<file path="src/rtl/module_mult_pkg.sv">
// Shared definitions for the sign-magnitude sequential multiplier.
//   OP_W   : operand magnitude width
//   PROD_W : product magnitude width (holds 255*255 without truncation)
//   ITER   : shift-add steps per multiply, CNT_W : iteration counter width
//   state_t: controller states IDLE / CALC / DONE
package module_mult_pkg;

    localparam int unsigned OP_W   = 8;
    localparam int unsigned PROD_W = 16;
    localparam int unsigned ITER   = 8;
    localparam int unsigned CNT_W  = $clog2(ITER);

    typedef enum logic [1:0] {
        IDLE = 2'd0,
        CALC = 2'd1,
        DONE = 2'd2
    } state_t;

endpackage

</file>
<file path="src/rtl/module_mult.sv">
// Sign-magnitude 8x8 sequential multiplier, radix-2 shift-add, one step per clock.
// Ports:
//   clk      in   system clock, rising edge
//   rst      in   asynchronous active-high reset
//   num_1    in   operand 1 magnitude        sig_1   in  operand 1 sign (1 = negative)
//   num_2    in   operand 2 magnitude        sig_2   in  operand 2 sign (1 = negative)
//   listo_1  in   operand 1 ready (level)    listo_2 in  operand 2 ready (level)
//   num_mul  out  product magnitude, registered, updated only on entry to DONE
//   sig_mul  out  product sign, registered, never set for a zero product
//   listo    out  product valid, held until either ready input drops
//   busy     out  high while the multiply iterates
module module_mult
    import module_mult_pkg::*;
(
    input  logic                clk,
    input  logic                rst,
    input  logic [OP_W-1:0]     num_1,
    input  logic                sig_1,
    input  logic [OP_W-1:0]     num_2,
    input  logic                sig_2,
    input  logic                listo_1,
    input  logic                listo_2,
    output logic [PROD_W-1:0]   num_mul,
    output logic                sig_mul,
    output logic                listo,
    output logic                busy
);

    state_t              state_q, state_d;
    logic [CNT_W-1:0]    cnt_q, cnt_d;
    logic [PROD_W-1:0]   acc_q, acc_d;
    logic [OP_W-1:0]     mcand_q, mcand_d;
    logic [OP_W-1:0]     mplier_q, mplier_d;
    logic                sgn_q, sgn_d;
    logic [PROD_W-1:0]   num_mul_q, num_mul_d;
    logic                sig_mul_q, sig_mul_d;
    logic [PROD_W-1:0]   step;

    // State and datapath registers
    always_ff @(posedge clk or posedge rst) begin
        if (rst) begin
            state_q   <= IDLE;
            cnt_q     <= '0;
            acc_q     <= '0;
            mcand_q   <= '0;
            mplier_q  <= '0;
            sgn_q     <= 1'b0;
            num_mul_q <= '0;
            sig_mul_q <= 1'b0;
        end else begin
            state_q   <= state_d;
            cnt_q     <= cnt_d;
            acc_q     <= acc_d;
            mcand_q   <= mcand_d;
            mplier_q  <= mplier_d;
            sgn_q     <= sgn_d;
            num_mul_q <= num_mul_d;
            sig_mul_q <= sig_mul_d;
        end
    end

    // Next-state and datapath update
    always_comb begin
        state_d   = state_q;
        cnt_d     = cnt_q;
        acc_d     = acc_q;
        mcand_d   = mcand_q;
        mplier_d  = mplier_q;
        sgn_d     = sgn_q;
        num_mul_d = num_mul_q;
        sig_mul_d = sig_mul_q;

        // Partial product for the multiplier bit selected by the counter
        step = acc_q + (mplier_q[cnt_q] ? (PROD_W'(mcand_q) << cnt_q) : '0);

        unique case (state_q)
            IDLE: begin
                if (listo_1 && listo_2) begin
                    state_d  = CALC;
                    mcand_d  = num_1;
                    mplier_d = num_2;
                    sgn_d    = sig_1 ^ sig_2;
                    acc_d    = '0;
                    cnt_d    = '0;
                end
            end
            CALC: begin
                acc_d = step;
                cnt_d = cnt_q + CNT_W'(1);
                if (cnt_q == CNT_W'(ITER - 1)) begin
                    state_d   = DONE;
                    num_mul_d = step;
                    // Suppress negative zero
                    sig_mul_d = sgn_q && (step != '0);
                end
            end
            DONE: begin
                // Wait for a ready input to drop so a held pair cannot re-trigger
                if (!listo_1 || !listo_2) begin
                    state_d = IDLE;
                end
            end
            default: state_d = IDLE;
        endcase
    end

    // Outputs
    always_comb begin
        num_mul = num_mul_q;
        sig_mul = sig_mul_q;
        listo   = (state_q == DONE);
        busy    = (state_q == CALC);
    end

endmodule

</file>
<file path="config.mk">
export PLATFORM = sky130hd
export DESIGN_NAME = module_mult
export DESIGN_NICKNAME = d
export VERILOG_FILES = /design/src/rtl/module_mult_pkg.sv /design/src/rtl/module_mult.sv
export SDC_FILE = /design/constraint.sdc
export NUM_CORES = 1
export LEC_CHECK = 0
export ABC_AREA = 1
export CELL_PAD_IN_SITES_DETAIL_PLACEMENT = 1
export CELL_PAD_IN_SITES_GLOBAL_PLACEMENT = 1
export CORE_MARGIN = 5
export CORE_UTILIZATION = 40
export DETAILED_ROUTE_END_ITERATION = 7
export PLACE_DENSITY = 0.78
export SETUP_SLACK_MARGIN = 0.05
export SYNTH_ARGS = -nofsm -noshare
export SYNTH_HDL_FRONTEND = slang
export SYNTH_SLANG_ARGS = --single-unit
</file>
<file path="constraint.sdc">
create_clock -name clk -period 2.8 [get_ports clk]
set_input_delay 0.56 -clock clk [delete_from_list [all_inputs] [get_ports clk]]
set_output_delay 0.56 -clock clk [all_outputs]
set_load 0.005 [all_outputs]
</file>
==> reports/results.tsv <==
stage	metric	value	unit
drt	routedWlPerCell	17.3	um
floorplan	start_util	0.408	
synth	syn_inst	515	
min_path	hp-class	register to register	
synth	synth_area_leaders	dfrtp_1 39%, nand2_1 19%, o21ai_0 9.2%	
worst_setup_path	path_class	register to register	
synth	synthesis.area	3520	um^2
worst_setup_path	critical_path_required	3.00	ns
placement	port_buffers	40	
placement	hpwl	8450	um
cells_and_area	drive_gt1_frac	0.256	
sta	slew_headroom	0.595	
cells_and_area	nets	645	
placement	gp_congestion	0.844	
drt	vias	3711	
worst_setup_path	crit_top_cell	nand2_1	
clock_network	path_clk_slew	0.10	ns
drt	wl	12300	um
floorplan	io-pin-count	41	
clock_network	clockBufferDepth	2	
clock_network	htree_levels	2	
global_routing	grt_overflow	0	
sta	rsz0062_at_grt	yes	
synth	synth_top_area_share	0.391	
sta	slew_violations	0	
synth	avgSynthCellArea	6.84	um^2
global_routing	first_global_vias	3826	
sta	hold_viol	0	
floorplan	die_y	104	um
sta	holdWs	0.488	ns
cells_and_area	finish.instance_area	5010	um^2
clock_network	clk_latency	0.31	ns
synth	yosysSeqAreaShare	0.391	
global_routing	grt_max_degree	33	
cells_and_area	layout_common_cells	148 x nand2_1, 70 x inv_1, 54 x dfrtp_1	
worst_setup_path	slowest_stage	dfrtp_2	
sta	fin_worst_skew	0.00907	ns
cells_and_area	antenna_cells	0	
cells_and_area	final_common_cell	nand2_1	
placement	place_area	4370	um^2
clock_network	root_buffer	clkbuf_8	
drt	avgViaCountPerCell	5.20	
floorplan	die-area	10800	um^2
worst_setup_path	startpoint_type	register	
power_and_ir_drop	finalPower	6.68	mW
floorplan	core	8640	um^2
worst_setup_path	cp_data_arrival_time	3.46	ns
synth	synth_seq_cells	55	
sta	setup_ws	-0.459	ns
outcome	outcome	complete, but fails checks	
power_and_ir_drop	vdd_drop_max	488	uV
clock_network	cts_buffers	5	
sta	setup_viol	5	
sta	period_needed	3.26	ns
floorplan	die_x	104	um
clock_network	cts.sinks	55	
sta	fmax	307	MHz
clock_network	tritoncts	built	
worst_setup_path	critPathBufInv	2	
job	cap_violations	0	
worst_setup_path	crit_chain	buf_6 -> a21oi_1 -> o21ai_0 -> nand2_1 -> nand2_2 -> buf_4 -> nor2_1 -> ha_1 -> a21oi_1 -> nand2_1 -> a21oi_2 -> nand2_1 -> nand2_1 -> nand2_2 -> nor2_1 -> nand3_1 -> nand2_1 -> nand2_1	
global_routing	antenna_found_initial	0	
worst_setup_path	endpoint_kind	register	
drt	initialDrtViolationCount	160	
sta	tightest_slew	0.607	ns
worst_setup_path	slowest_delay	0.47	ns
global_routing	grt_pass1_wl	18500	um
synth	syn-num-nets	555	
outcome	violations	setup timing	
power_and_ir_drop	p_leak	2.48	nW
sta	tns	-0.931	ns
clock_network	ctsHoldBuffers	0	
cells_and_area	postLayoutCoreUtil	0.580	
synth	yosysWarningCount	0	
drt	dr.pass1.iters	4	
global_routing	grtUsageTotal	0.204	
synth	synth.distinct_cells	26	
sta	finalCritPeriodShare	1.16	
drt	route.detailed.drc	0	
synth	yosys.area.top_type	dfrtp_1	
worst_setup_path	worstPathMaxFanout	7	
drt	antenna_left	0	
floorplan	std_cell_rows	34	
worst_setup_path	critical-path-top-delay-family	simple AND/OR/NAND/NOR gates	
cells_and_area	area_delta_synth_final	42.2	%
power_and_ir_drop	power_density	1330	nW/um^2
-- report_power, final --
part           leakage, nW  internal, mW  switching, mW
combinational         1.71          2.09           2.62
clock               0.0612         0.290          0.259
sequential           0.701          1.14          0.286
-- final cells by class --
| type | count | area, um^2 |
|---|---|---|
| Inverter | 75 | 282 |
| Sequential cell | 55 | 1380 |
| Multi-Input combinational cell | 371 | 2220 |
| Clock buffer | 6 | 82.6 |
| Clock inverter | 2 | 35.0 |
| Fill cell | 1075 | 3630 |
| Tap cell | 108 | 135 |
| Timing Repair Buffer | 97 | 875 |
-- synth_stat cells, drive strengths merged --
cell,instances
a31oi,1
o22ai,1
nand3,31
fa,1
mux2,1
nand4,7
nor2,39
dfrtp,55
a21oi,13
o31ai,1
mux2i,2
clkbuf,6
buf,8
a22o,1
ha,17
nor3,8
o21ai,66
nand2,180
xor2,2
inv,75
-- tightest hold or removal path: stages, from the launching register on --
cell	delay (ns)
dfrtp_1	0.35
nand2_1	0.06
nand2_1	0.05
-- stage by stage --
| step | setup slack [ns] | std cells |
|---|---|---|
| floorplan | 0.272 | 515 |
| global placement | -0.113 | 694 |
| detailed placement | -0.188 | 694 |
| CTS | 0.0128 | 705 |
| global route | -0.564 | 714 |
| finish | -0.459 | 714 |
-- sequential cells by signal (all words and copies together) (netlist names) --
register / cells
cnt_q: 3
num_mul: 16
sgn_q: 1
sig_mul: 1
mplier_q: 8
acc_q: 16
mcand_q: 8
state_q: 2
-- repair_timing --
| item | 4_1_cts | 5_1_grt |
|---|---|---|
| buffers inserted | 2 | 9 |
| endpoints found under the hold margin | 0 | 0 |
| resized for setup | 60 | 61 |
| setup endpoints to repair | 18 | 22 |
| cloned | 1 | 0 |
| pin swaps | 17 | 20 |
-- worst paths after layout --
| path | startpoint | slack [ns] | cells past startpoint | endpoint |
|---|---|---|---|---|
| worst max-delay path | cnt_q[0] | -0.46 | 18 | sig_mul |
| worst min-delay path | mplier_q[4] | 0.49 | 2 | mplier_q[4] |
| worst max register to register | cnt_q[0] | -0.46 | 18 | sig_mul |
| worst min register to register | mplier_q[4] | 0.49 | 2 | mplier_q[4] |
| max in group asynchronous | rst | 1.63 | 3 | cnt_q[0] |
| min in group asynchronous | rst | 0.61 | 2 | mplier_q[3] |
-- cell families after synthesis --
| logic type | share of synthesized area |
|---|---|
| simple gates | 0.308 |
| mux | 0.00888 |
| buf+inv | 0.0984 |
| xor+xnor | 0.00497 |
| compound gates | 0.123 |
| fa+ha+maj | 0.0661 |
| flops | 0.391 |
-- metal layers --
| layer | track usage | vias up | part of all wire |
|---|---|---|---|
| li1 | - | 1806 | - |
| met3 | 0.0218 | 18 | 0.025 |
| met1 | 0.254 | 1824 | 0.42 |
| met4 | 0.0444 | 0 | 0.019 |
| met2 | 0.376 | 63 | 0.53 |
| met5 | 0 | - | 0 |
Power figures use the tool's default switching activity.
